`src/rtl/round_controller.sv`:
```
// round_controller: match/round sequencer - KO and timeout detection, round wins, match result.
// Build option ROUND_PAUSE_EN adds a pause input that freezes FIGHT and ROUND_END.
module round_controller #(
  parameter int TICK_DIV      = 50_000_000,
  parameter int ROUND_SECONDS = 60,
  parameter int ROUNDS_TO_WIN = 2,
  parameter int MAX_ROUNDS    = 5,
  parameter int PAUSE_SECONDS = 2
) (
  input  logic       clk,
  input  logic       rst,
  input  logic       start,
`ifdef ROUND_PAUSE_EN
  input  logic       pause,
`endif
  input  logic [2:0] p1_health,
  input  logic [2:0] p2_health,
  input  logic [2:0] p1_block,
  input  logic [2:0] p2_block,
  output logic       fight_active,
  output logic       round_reset,
  output logic       ko,
  output logic [6:0] timer,
  output logic [2:0] round_num,
  output logic [1:0] p1_wins,
  output logic [1:0] p2_wins,
  output logic [1:0] round_winner,
  output logic       match_over,
  output logic [1:0] match_winner
);

  localparam int PW = $clog2(TICK_DIV);

  localparam logic [2:0] S_IDLE  = 3'd0;
  localparam logic [2:0] S_INIT  = 3'd1;
  localparam logic [2:0] S_FIGHT = 3'd2;
  localparam logic [2:0] S_END   = 3'd3;
  localparam logic [2:0] S_OVER  = 3'd4;

  logic [2:0]    state;
  logic [PW-1:0] presc;
  logic [6:0]    secs;
  logic          first;
  logic          hold;
  logic          wrap;
  logic          ko1;
  logic          ko2;
  logic          ko_hit;
  logic          fight_done;
  logic          match_end;
  logic [1:0]    kw;
  logic [1:0]    tw;
  logic [1:0]    fin;
  logic [1:0]    mw;

`ifdef ROUND_PAUSE_EN
  assign hold = pause && (state == S_FIGHT || state == S_END);
`else
  assign hold = 1'b0;
`endif

  // health 4..7 is tracker underflow and counts as knocked out
  assign ko1 = p1_health[2] | ~|p1_health;
  assign ko2 = p2_health[2] | ~|p2_health;

  assign wrap   = presc == PW'(TICK_DIV - 1);
  assign ko_hit = (state == S_FIGHT) && !first && !hold && (ko1 || ko2);

  assign fight_active = (state == S_FIGHT) && !hold;
  assign round_reset  = state == S_INIT;
  assign ko           = ko_hit;
  assign match_over   = state == S_OVER;

  assign match_end = (p1_wins >= 2'(ROUNDS_TO_WIN))
                  || (p2_wins >= 2'(ROUNDS_TO_WIN))
                  || (round_num == 3'(MAX_ROUNDS));

  always_comb begin
    kw = ko1 ? (ko2 ? 2'b11 : 2'b10) : 2'b01;
    tw = 2'b11;
    if (p1_health != p2_health)
      tw = (p1_health > p2_health) ? 2'b01 : 2'b10;
    else if (p1_block != p2_block)
      tw = (p1_block > p2_block) ? 2'b01 : 2'b10;
    fin = ko_hit ? kw : tw;
    fight_done = ko_hit || (wrap && timer <= 7'd1);
    mw = 2'b11;
    if (p1_wins != p2_wins)
      mw = (p1_wins > p2_wins) ? 2'b01 : 2'b10;
  end

  always_ff @(posedge clk or posedge rst) begin
    if (rst) begin
      state        <= S_IDLE;
      presc        <= '0;
      secs         <= '0;
      first        <= 1'b0;
      timer        <= 7'(ROUND_SECONDS);
      round_num    <= '0;
      p1_wins      <= '0;
      p2_wins      <= '0;
      round_winner <= '0;
      match_winner <= '0;
    end else if (!hold) begin
      unique case (state)
        S_IDLE, S_OVER: begin
          if (start) begin
            state        <= S_INIT;
            round_num    <= 3'd1;
            p1_wins      <= '0;
            p2_wins      <= '0;
            round_winner <= '0;
            match_winner <= '0;
          end
        end
        S_INIT: begin
          state <= S_FIGHT;
          timer <= 7'(ROUND_SECONDS);
          presc <= '0;
          first <= 1'b1;
        end
        S_FIGHT: begin
          first <= 1'b0;
          presc <= wrap ? '0 : presc + PW'(1);
          if (wrap && !ko_hit)
            timer <= timer - 7'd1;
          if (fight_done) begin
            state        <= S_END;
            presc        <= '0;
            secs         <= '0;
            round_winner <= fin;
            if (fin == 2'b01 && p1_wins != 2'd3)
              p1_wins <= p1_wins + 2'd1;
            if (fin == 2'b10 && p2_wins != 2'd3)
              p2_wins <= p2_wins + 2'd1;
          end
        end
        S_END: begin
          presc <= wrap ? '0 : presc + PW'(1);
          if (wrap) begin
            secs <= secs + 7'd1;
            if (secs == 7'(PAUSE_SECONDS - 1)) begin
              if (match_end) begin
                state        <= S_OVER;
                match_winner <= mw;
              end else begin
                state     <= S_INIT;
                round_num <= round_num + 3'd1;
              end
            end
          end
        end
        default: state <= S_IDLE;
      endcase
    end
  end

endmodule

```
`config.mk`:
```
export PLATFORM = sky130hd
export DESIGN_NAME = round_controller
export DESIGN_NICKNAME = d
export VERILOG_FILES = /design/src/rtl/round_controller.sv
export SDC_FILE = /design/constraint.sdc
export NUM_CORES = 1
export LEC_CHECK = 0
export CORE_MARGIN = 2
export CORE_UTILIZATION = 45
export DETAILED_ROUTE_END_ITERATION = 10
export MAX_ROUTING_LAYER = met4
export PLACE_DENSITY = 0.66
export SYNTH_ARGS = -nofsm -noshare
export SYNTH_HDL_FRONTEND = slang
export SYNTH_SLANG_ARGS = --single-unit
export TNS_END_PERCENT = 10
```
`constraint.sdc`:
```
create_clock -name clk -period 3.1 [get_ports clk]
set_input_delay 0.465 -clock clk [delete_from_list [all_inputs] [get_ports clk]]
set_output_delay 0.465 -clock clk [all_outputs]
set_load 0.005 [all_outputs]
```
Word level (Yosys, flattened, before mapping)
Cells that the tools add are included.

Output and inout port bits: 22. Input bits: 15. Word-level logic and storage cells: 119. Register bits: 55.

Bitwise logic cells: 2. Reduce and logical (&&, ||, !) cells: 31. Muxes and demuxes: 41. Magnitude comparators: 6. Equality and inequality tests: 23. Add/sub/neg operators: 6.

Operator list (number): $pmux 26 s3 (1); $mux 26 (2); $mux 2 (17); $pmux 7 s2 (2); $add 26x1->26 const B (1); $eq 26x26->1 const B (1); $mux 3 (8); $mux 7 (3); $pmux 2 s2 (4); $ne 2x2->1 const B (7); $pmux 3 s4 (1); $reduce_and 4->1 (3); $reduce_and 5->1 (2); $ne 2x1->1 const B (4); $reduce_bool 2->1 (4); $add 7x1->7 const B (1); $eq 7x1->1 const B (1); $le 7x1->1 const B (1); $sub 7x1->7 const B (1); $eq 3x2->1 const B (2); $eq 3x3->1 const B (2); $gt 3x3->1 (2); $logic_and 1x1->1 (6); $ne 3x3->1 (2); other kinds (20) (31).

Longest topological paths before layout
Gate-level depths: netlist of run 1.

Depth after elaboration: 11. Gate-level depth with buffers: 10. Depth with buffers taken out: 8.

Worst setup path before layout of run 1
No wires, ideal clock.

Path kind: register -> register. Start: register presc[0]. End: register presc[23]. Library setup time: 0.069 ns. Clock period less this slack: 2.133 ns. Buffers on the path: 2. Data required time: 3.031 ns. Cell stages (with the launch flop): 10. Arrival: 2.064 ns. Slack: 0.967 ns. Path through: dfrtp_1 > ha_1 > and4_1 > buf_6 > nand2_2 > nor3_4 > or3_1 > buf_4 > or4_1 > nand3_1.

Cells in the longest elaborated chain, start to end: 5. Elaborated cells on any way between the ends: 7. Classes of those cells: add/sub (1); eq/ne (1); mux (3); reduce/logical (2).

Ends and longest elaborated chain: from (decl) (line 41) `logic [PW-1:0] presc;`; from (signal assigned) (line 124) `presc <= wrap ? '0 : presc + PW'(1);`; from (signal assigned) (line 139) `presc <= wrap ? '0 : presc + PW'(1);`; branches (longest 4 deep; another with $add 26x1->26); $pmux 26 s3 * (line 105) `unique case (state)`.

Mark *: on every way between the ends. A chain may end at the register's enable or synchronous reset.

Final worst setup path of run 1
Start: register state[1]. End: output port fight_active.

Cells in the longest elaborated chain, start to end: 1.

Ends and longest elaborated chain: from (decl) (line 40) `logic [2:0] state;`; from (signal assigned) (line 94) `state <= S_IDLE;`; from (signal assigned) (line 108) `state <= S_INIT;`; from (signal assigned) (line 117) `state <= S_FIGHT;`; $eq 3x2->1 (line 69) `assign fight_active = (state == S_FIGHT) && !hold;`; to (decl) (line 20) `output logic fight_active,`.

Every way passes these cells.

==> results of run 1 <==
-- cell families after synthesis --
| family | count (synthesis) |
|---|---|
| buf+inv | 36 |
| compound gates | 114 |
| fa+ha+maj | 19 |
| mux | 4 |
| simple gates | 160 |
| flops | 55 |
| xor+xnor | 5 |
-- cell type report --
type	count	area, um^2	share of cell area, %
well taps	102	128	3.08
repair buffers	45	440	10.6
clock buffers	5	68.8	1.66
multi-input cells	302	2020	48.7
flip-flops and latches	55	1380	33.3
inverters	25	93.8	2.27
clock inverters	2	13.8	0.332
-- flip-flops by register name, summed over array words and instances, names as in the netlist --
signal        flops
first             1
match_winner      2
p1_wins           2
p2_wins           2
presc            26
round_num         3
round_winner      2
secs              7
state             3
timer             7
-- routing by layer --
| metal | up-vias | part of all wire, % | global-route usage [%] |
|---|---|---|---|
| met5 | - | 0 | - |
| met4 | 0 | 0.60 | 4.29 |
| met3 | 5 | 2.1 | 2.36 |
| met2 | 38 | 45 | 31.3 |
| met1 | 1490 | 52 | 29.2 |
| li1 | 1534 | - | - |
-- power breakdown --
part | switching (mW) | internal [mW]
clock network | 0.235 | 0.156
logic | 0.254 | 0.291
registers | 0.116 | 0.819
-- critical path, cell delays in order (launching register included) --
cell	delay (ns)
dfrtp_1	0.53
nor2b_2	0.37
nand2_2	0.18
inv_2	0.17
clkdlybuf4s50_1	0.53
-- how the worst max path moves through the flow --
stage / slack [ns] / end
floorplan: 0.97 / presc[23]
global placement: 0.43 / presc[23]
detailed placement: 0.37 / presc[11]
CTS: 0.53 / fight_active
global route: 0.37 / round_num[2]
finish: 0.55 / fight_active
-- stage by stage --
stage	util, %	instance area [um^2]	power, mW
6_report	53.9	4140	1.87
5_1_grt	53.9	4140	2.01
4_1_cts	53.9	4140	1.89
3_5_place_dp	52.8	4060	1.49
3_3_place_gp	52.8	4060	1.48
2_1_floorplan	-	3560	1.29
-- cell usage in the layout, fill, tap and decap left out, types with 3 or more instances in the layout --
| cell | instances |
|---|---|
| xnor2_1 | 3 |
| clkbuf_8 | 5 |
| and3_1 | 6 |
| dfrtp_1 | 51 |
| nor2_1 | 24 |
| nor3_1 | 12 |
| nand4_1 | 8 |
| nand2_1 | 36 |
| or3_1 | 8 |
| o21bai_1 | 3 |
| nor2b_1 | 4 |
| o21ai_0 | 31 |
| dfstp_2 | 4 |
| o211ai_1 | 7 |
| a31oi_1 | 7 |
| a21oi_1 | 21 |
| buf_4 | 8 |
| inv_1 | 23 |
| clkdlybuf4s50_1 | 36 |
| nor4_1 | 3 |
| and2_1 | 7 |
| a22o_1 | 3 |
| nand3_1 | 15 |
| nor3b_1 | 4 |
| and4_1 | 6 |
| nand3b_1 | 3 |
| o21ai_1 | 5 |
| nand2b_1 | 3 |
| o21ba_2 | 3 |
| a21o_1 | 6 |
| ha_1 | 19 |
| or3b_1 | 3 |
==> results by group, run 1 <==
Global route
  • Initial antenna violation count: 0
  • Largest net degree at the start of global routing: 29
  • Vias in the first global route: 2960
  • Gr usage total: 20.3%
  • Gr ovfl total: 0
  • First-pass GRT wire length: 14000 um

Yosys
  • Synth Area in Adders: 6.68%
  • Synth warnings: 0
  • Post-synthesis compound-gate area fraction: 21.4%
  • Most used DFF post-synth: dfrtp_1
  • Top cell type's share of synthesized area: 35.8%
  • Main combinational cell family by area after synthesis: simple AND/OR/NAND/NOR gates
  • Leading area contributor after synthesis: dfrtp_1
  • Yosys reg bits: 55
  • Cell area after synthesis: 3560 um^2
  • Avg Cell Area, Syn: 9.06 um^2
  • Post-synthesis async set-or-reset flop share: 100%
  • Post-Synth XOR/XNOR Area: 1.23%
  • Number of distinct library cells after synthesis: 74
  • Most common cell in the netlist: dfrtp_1
  • Number of synthesized flops with an enable pin: 0
  • Sequential area share after synthesis: 38.8%
  • Synthesized Nets: around 430
  • Multiplexer share of the synthesized area: 1.19%
  • Cell count after synthesis: 393
  • Post-synthesis simple-gate area fraction: 26.0%
  • Area contributors post-synth: dfrtp_1 36%, ha_1 6.7%, o21ai_0 4.4%, nand2_1 3.8%, a21oi_1 3.0%
  • Synth top cells by count: 51 x dfrtp_1, 36 x nand2_1, 31 x o21ai_0

STA
  • Final Hold Vio Count: 0
  • Headroom to the max-slew limit: just under 40%
  • Period utilisation layout: 82.4%
  • Slew Limit Fails: 0
  • Worst Tran Pin Value: between 0.9 and 1 ns
  • Unrepaired setup endpoints after global routing: false
  • Max Freq: 391 MHz
  • Setup TNS: 0 ns
  • Clk_skew: 0.00945 ns
  • Hold WS: 0.484 ns
  • Fin worst setup slack: ~0.55 ns
  • Tmin final: 2.55 ns
  • Finish-stage setup viols: 0

Setup path
  • Setup crit end kind: output pin
  • Req. time, crit path: 2.63 ns
  • Worst setup startpoint: state[1]
  • Critical Path Fanout Max: 10
  • Critical path class: reg -> out
  • Reg2Reg Depth: 8
  • Crit Reg-Reg Startpoint: secs[1]
  • Reg-to-reg setup timing slack: between 0.6 and 0.7 ns
  • Reg2Reg Capture Point: round_num[2]
  • Startpoint Class: flop
  • Crit path DAT: 2.09 ns

Final layout
  • Area Growth Syn to Fin: 16.3%
  • # nets final: 468
  • Fillcell total: 720
  • Ratio of cells with drive above 1 in the final layout: roughly 11%
  • Final non-filler cell total: between 500 and 600
  • Ant diodes: 0

Clocking
  • CTS buffer count: 5
  • Root buffer cell: clkbuf_8
  • CTS sink count: 55
  • CTS H-tree lvls: 2
  • CTS tree: yes
  • Clock transition at the registers of the reported paths: about 0.10 ns
  • Post_cts resized: 0
  • Worst-case clock buffer depth: 2
  • Post-CTS Setup Inserts: 0
  • Cts hold-fix bufs: 0
  • Worst-Skew Late Latency: 0.30 ns

Placement
  • Pre-CTS WS: about 0.37 ns
  • GPL Wtd Cong: 0.793
  • Port Buf Inserts: 36
  • Dpl cells: 529
  • DP HPWL: 5870 um

Floorplanning
  • Die Span Y: 93.0 um
  • Die W: ~93 um
  • Placement Rows: 32
  • I/O pin count: 37
  • Core Area: ~7700 um^2
  • Total Die Area: 8640 um^2
  • Starting Density: 46.3%

Hold path
  • Worst hold path class: reg -> reg
  • WHS Path Cells: 1
  • WHS Endpoint: presc[6]
  • Worst min-delay path startpoint: presc[6]

Routing
  • Initial DRC count: 120
  • Drt first pass iters: 4
  • Detailed-route DRC error count: 0
  • Routed WL per cell: 14.9 um
  • Total Wirelength: ~8000 um
  • Vias: approximately 3100
  • Vias/cell: around 5.7
  • Antenna Nets Post-Route: 0

Run
  • Max-Cap Viols: 0

Power
  • Pwr/cell area: 451 nW/um^2
  • Leak Pwr: approximately 1.8 nW
  • Worst vdd ir: between 0.3 and 0.4 mV

Run status
  • Status: finished, final reports clean
No activity file was read; power rests on OpenSTA's default activity.
==> inputs of run 2 (changes only) <==
==> constraint.sdc (replaced) <==
create_clock -name clk -period 2.55 [get_ports clk]
set_input_delay 0.3825 -clock clk [delete_from_list [all_inputs] [get_ports clk]]
set_output_delay 0.3825 -clock clk [all_outputs]
set_load 0.005 [all_outputs]
==> run 2 against run 1 <==
Power grew 28%. Combinational power increased by 24%. Sequential share of layout area decreased by 0.98 points. Hold slack got worse by 0.073 ns. Setup slack got worse by 0.37 ns. Critical path type is now in -> out. Critical endpoint is now ko.
==> results by group, run 2 (synthesis results as in run 1) <==
Run status
  • Status: finished, final reports clean

Routing
  • Routed WL per cell: roughly 15 um
  • Detailed-route DRC error count: 0
  • Total Wirelength: approximately 8000 um
  • Vias: 3083
  • Vias/cell: around 5.6
  • Initial DRC count: 158
  • Drt first pass iters: 4
  • Antenna Nets Post-Route: 0

Floorplanning
  • Die Span Y: between 90 and 100 um
  • Core Area: 7690 um^2
  • I/O pin count: 37
  • Starting Density: 46.3%
  • Placement Rows: 32
  • Total Die Area: 8640 um^2
  • Die W: between 90 and 100 um

Placement
  • Port Buf Inserts: 36
  • Dpl cells: 540
  • Pre-CTS WS: -0.00404 ns
  • DP HPWL: 5920 um
  • GPL Wtd Cong: 0.811

Final layout
  • Ratio of cells with drive above 1 in the final layout: 13.5%
  • # nets final: 479
  • Area Growth Syn to Fin: 19.9%
  • Final Util: 55.5%
  • Commonest non-fill, non-tap cell in the layout: dfrtp_1
  • Top reg by flops: presc
  • Largest regs: presc: 26 flops, secs: 7 flops, timer: 7 flops
  • Sequential Area: 1380 um^2
  • Fillcell total: approximately 720
  • Commonest cells after routing, fill and taps aside: 51 x dfrtp_1, 36 x nand2_1, 36 x clkdlybuf4s50_1, 31 x o21ai_0, 24 x nor2_1
  • Number of flip-flops in the largest register: 26
  • Ant diodes: 0
  • Final non-filler cell total: 547
  • Area of the multi-input gates: between 2000 and 2500 um^2

Clocking
  • CTS buffer count: 5
  • CTS sink count: 55
  • CTS tree: yes
  • Post-CTS Setup Inserts: 0
  • CTS H-tree lvls: 2
  • Worst-case clock buffer depth: 2
  • Root buffer cell: clkbuf_8
  • Clock transition at the registers of the reported paths: 0.10 ns
  • Worst-Skew Late Latency: between 0.3 and 0.4 ns

Power
  • Pwr/cell area: 561 nW/um^2
  • Worst vdd ir: approximately 0.38 mV
  • Leak Pwr: 1.86 nW

STA
  • Clk_skew: 0.0126 ns
  • Period utilisation layout: 93.3%
  • Unrepaired setup endpoints after global routing: false
  • Worst Tran Pin Value: 0.603 ns
  • Tmin final: 2.38 ns
  • Headroom to the max-slew limit: 59.7%
  • Max Freq: 420 MHz
  • Final Hold Vio Count: 0
  • Setup TNS: 0 ns
  • Finish-stage setup viols: 0
  • Slew Limit Fails: 0
  • Fin worst setup slack: about 0.17 ns
  • Hold WS: 0.411 ns

Setup path
  • Req. time, crit path: 2.17 ns
  • Crit path DAT: 2.00 ns
  • Crit path buf inv count: 3
  • Most used cell, CP: clkdlybuf4s50_1
  • Reg2Reg Depth: 8
  • CP Cell Sequence: clkdlybuf4s50_1 > o21ba_2 > a21o_2 > buf_4 > nor2_1 > clkdlybuf4s50_1
  • Cell family with most CP delay: buffers and inverters
  • Reg2Reg Capture Point: presc[13]
  • CP max stage delay: 0.51 ns
  • Critical path class: in -> out
  • Crit Reg-Reg Startpoint: presc[0]
  • Setup crit end kind: output pin
  • Startpoint Class: input port
  • Critical Path Fanout Max: 3
  • Reg-to-reg setup timing slack: 0.21 ns
  • Worst path slowest cell: clkdlybuf4s50_1

Global route
  • Largest net degree at the start of global routing: 36
  • Vias in the first global route: about 3000
  • Gr usage total: 20.5%
  • Met2 Track Usage GR: 31.2%
  • Initial antenna violation count: 0
  • GR Util met1: 29.7%
  • First-pass GRT wire length: ~14000 um
  • Gr ovfl total: 0
  • Gr busiest metal: met2
  • M3 GR Usage: 2.93%

Run
  • Max-Cap Viols: 0

Hold path
  • Worst hold path class: in -> async
[run 2: cell type report]
type | count | area share, %
clock buffer | 6 | 1.70
clock inverter | 1 | 0.704
inverter | 25 | 2.20
multi-input combinational | 302 | 47.5
sequential | 55 | 32.4
tap | 102 | 2.99
timing repair buffer | 56 | 12.5
[run 2: worst max path at each step]
stage	from	end	slack, ns	cells after the start
finish	p2_health[1]	ko	0.17	6
detailed placement	p1_health[2]	presc[11]	-0.004	7
floorplan	presc[0]	presc[23]	0.42	9
global placement	p1_health[2]	presc[21]	0.06	8
CTS	secs[1]	round_num[2]	0.13	8
global route	p2_wins[0]	round_num[2]	0.01	8
[run 2: where the power goes]
part           internal, mW  total [mW]  switching, mW  leakage [nW]
sequential            0.995        1.15          0.150         0.720
clock                 0.289       0.572          0.284        0.0513
combinational         0.366       0.678          0.311          1.09
[run 2: metrics by stage]
stage / total power, mW / cell area, um^2
3_3_place_gp: 1.81 / 4160
4_1_cts: 2.41 / 4260
2_1_floorplan: 1.57 / 3560
5_1_grt: 2.58 / 4270
3_5_place_dp: 1.84 / 4160
6_report: 2.40 / 4270
[run 2: repair_timing]
item | 4_1_cts | 5_1_grt
endpoints found under the hold margin | 0 | 0
resized for setup | 0 | 2
endpoints found under the setup margin | 0 | 2
hold buffers | 0 | 0
[run 2: layer usage]
metal | wire length (um) | vias to the layer above
li1 | - | 1554
met1 | 4100 | 1485
met2 | 3600 | 39
met3 | 203 | 5
met4 | 53 | 0
met5 | 0 | -
==> inputs of run 3 (changes only) <==
--- a/config.mk
+++ b/config.mk
@@ -5,11 +5,12 @@
 export SDC_FILE = /design/constraint.sdc
 export NUM_CORES = 1
 export LEC_CHECK = 0
+export ABC_AREA = 1
 export CORE_MARGIN = 2
 export CORE_UTILIZATION = 45
 export DETAILED_ROUTE_END_ITERATION = 10
 export MAX_ROUTING_LAYER = met4
-export PLACE_DENSITY = 0.66
+export PLACE_DENSITY = 0.65
 export SYNTH_ARGS = -nofsm -noshare
 export SYNTH_HDL_FRONTEND = slang
 export SYNTH_SLANG_ARGS = --single-unit
==> run 3 against run 2 <==
Via count is 6.8% higher. Sequential share of layout area is 1.0 points lower. Highest routed layer unchanged. Clock skew is 0.0056 ns lower. Synthesized cell count is 29% higher. Flip-flop and latch count stayed put. Setup slack better by 0.11 ns. Critical path type is now reg -> out. Routed wire length is 4.0% higher. Cell count is 20% higher. Global-route usage is 0.26 points lower. Count of clock-buffer cells in the layout is 1 higher. Register-to-register slack better by 0.23 ns. First-iteration DRC count is 17% lower.
==> results by group, run 3 <==
Yosys
  • Main combinational cell family by area after synthesis: simple AND/OR/NAND/NOR gates
  • Area contributors post-synth: dfrtp_1 33%, nand2_1 14%, ha_1 6.2%, o21ai_2 6.2%, nand3_1 5.3%
  • Cell count after synthesis: 506
  • Leading area contributor after synthesis: dfrtp_1
  • Post-synthesis async set-or-reset flop share: 100%
  • Number of synthesized flops with an enable pin: 0
  • Cell area after synthesis: between 3000 and 4000 um^2
  • Most used DFF post-synth: dfrtp_1
  • Number of distinct library cells after synthesis: 36
  • Sequential area share after synthesis: 35.9%
  • Top cell type's share of synthesized area: 33.2%
  • Synth Area in Adders: approximately 6.2%
  • Multiplexer share of the synthesized area: 0%
  • Post-synthesis compound-gate area fraction: 10.8%
  • Synthesized Nets: 540
  • Most common cell in the netlist: nand2_1
  • Post-Synth XOR/XNOR Area: 5.01%
  • Synth warnings: 0
  • Post-synthesis simple-gate area fraction: 34.9%
  • Avg Cell Area, Syn: between 7 and 8 um^2
  • Synth top cells by count: 145 x nand2_1, 52 x inv_1, 51 x dfrtp_1
  • Yosys reg bits: 55

Global route
  • Gr usage total: about a fifth
  • Largest net degree at the start of global routing: 37
  • Vias in the first global route: 3136
  • Gr ovfl total: 0
  • First-pass GRT wire length: 14600 um
  • Initial antenna violation count: 0

Floorplanning
  • Die W: 96.4 um
  • Core Area: 8260 um^2
  • Starting Density: 46.6%
  • Placement Rows: 33
  • Die Span Y: between 90 and 100 um
  • I/O pin count: 37
  • Total Die Area: 9300 um^2

Final layout
  • Largest regs: presc: 26 flops, secs: 7 flops, timer: 7 flops
  • # nets final: about 580
  • Area Growth Syn to Fin: 14.5%
  • Final Util: 53.3%
  • Top reg by flops: presc
  • Final non-filler cell total: 654
  • Ant diodes: 0
  • Commonest cells after routing, fill and taps aside: 145 x nand2_1, 51 x inv_1, 51 x dfrtp_1, 49 x nor2_1, 41 x nand3_1
  • Commonest non-fill, non-tap cell in the layout: nand2_1
  • Ratio of cells with drive above 1 in the final layout: between 10% and 20%
  • Number of flip-flops in the largest register: 26

STA
  • Finish-stage setup viols: 0
  • Max Freq: 440 MHz
  • Tmin final: 2.27 ns
  • Final Hold Vio Count: 0
  • Unrepaired setup endpoints after global routing: false
  • Headroom to the max-slew limit: 50.7%
  • Slew Limit Fails: 0
  • Clk_skew: 0.00696 ns
  • Setup TNS: 0 ns
  • Period utilisation layout: roughly nine tenths
  • Worst Tran Pin Value: between 0.7 and 0.8 ns

Clocking
  • Post-CTS Setup Inserts: 0
  • Cts hold-fix bufs: 0
  • CTS buffer count: 5
  • CTS tree: yes
  • CTS sink count: 55
  • Root buffer cell: clkbuf_8
  • Clock transition at the registers of the reported paths: 0.10 ns
  • Worst-Skew Late Latency: 0.31 ns
  • CTS H-tree lvls: 2
  • Post_cts resized: 0
  • Worst-case clock buffer depth: 2

Routing
  • Initial DRC count: 131
  • Vias: 3292
  • Antenna Nets Post-Route: 0
  • Detailed-route DRC error count: 0
  • Drt first pass iters: 4
  • Routed WL per cell: 12.7 um
  • Total Wirelength: 8270 um
  • Vias/cell: between 5 and 6

Setup path
  • Crit path DAT: 1.89 ns
  • Critical path class: reg -> out
  • CP Cell Sequence: nor2_4 > nand2_4 > nor2_2 > nand2_2 > inv_2 > clkdlybuf4s50_1
  • Crit path buf inv count: 2
  • Reg2Reg Depth: 10
  • Reg-to-reg setup timing slack: roughly 0.44 ns
  • Critical Path Fanout Max: 9
  • WP depth: 6
  • CP max stage delay: 0.51 ns
  • Setup crit end kind: output pin
  • Cell family with most CP delay: buffers and inverters
  • Worst path slowest cell: clkdlybuf4s50_1
  • Req. time, crit path: around 2.2 ns
  • Startpoint Class: flop

Power
  • Leak Pwr: 2.02 nW
  • Worst vdd ir: 0.668 mV
  • Pwr/cell area: between 700 and 800 nW/um^2
  • Pwr Total: around 3.5 mW

Hold path
  • Worst hold path class: reg -> reg
  • WHS Path Cells: 2

Run
  • Max-Cap Viols: 0

Placement
  • GPL Wtd Cong: approximately 0.9
  • Port Buf Inserts: 36
  • Dpl cells: roughly 650
  • DP HPWL: 6340 um

Run status
  • Status: finished, final reports clean
-- run 3: worst register-to-register path: cells and delay by family, from the launching register on --
kind	cells	cell delay (ns)
AOI/OAI and AO/OA	1	0.25
adders and majority gates	1	0.24
and+or+nand+nor	7	1.03
buffers and inverters	1	0.10
DFF	1	0.43
-- run 3: kinds of logic (layout without fill, tap and decap cells) --
family,Yosys count,after routing
AOI/OAI and AO/OA,60,60
and+or+nand+nor,288,288
DFF,55,55
buffers and inverters,62,105
xor gates and xnor gates,22,22
adders and majority gates,19,19
-- run 3: cell type report --
type,count,area (um^2)
fillers,819,3850
inverters,55,206
well taps,105,131
clock buffers,7,86.3
flip-flops and latches,55,1380
repair buffers,42,405
multi-input cells,389,2190
clock inverters,1,5.00
-- run 3: per-layer routing --
metal / wire length (um) / up-vias / share of wire [%] / track usage, %
met4: 76 / 0 / 0.92 / 4.23
li1: - / 1700 / - / -
met1: 4170 / 1546 / 50 / 27.9
met2: 3820 / 40 / 46 / 32.3
met5: 0 / - / 0 / -
met3: 206 / 6 / 2.5 / 2.79
-- run 3: worst paths after layout --
kind,startpoint,to
min in group asynchronous,rst,presc[21]
max,state[2],ko
min reg2reg,match_winner[0],match_winner[0]
max reg2reg,presc[0],presc[12]
max in group asynchronous,rst,presc[0]
min,match_winner[0],match_winner[0]
-- run 3: stage by stage --
stage | setup slack (ns) | hold slack, ns | instance area (um^2)
final | 0.277 | 0.498 | 4400
after global routing | 0.147 | 0.533 | 4400
after CTS | 0.250 | 0.503 | 4400
after detailed placement | 0.332 | 0.477 | 4310
after global placement | 0.404 | 0.472 | 4310
after floorplan | 0.699 | 0.472 | 3840
-- run 3: where the power goes --
group / switching (mW) / total, mW / internal (mW)
Sequential: 0.172 / 1.21 / 1.04
Clock: 0.292 / 0.512 / 0.220
Combinational: 1.08 / 1.77 / 0.691
Total: 1.54 / 3.49 / 1.95
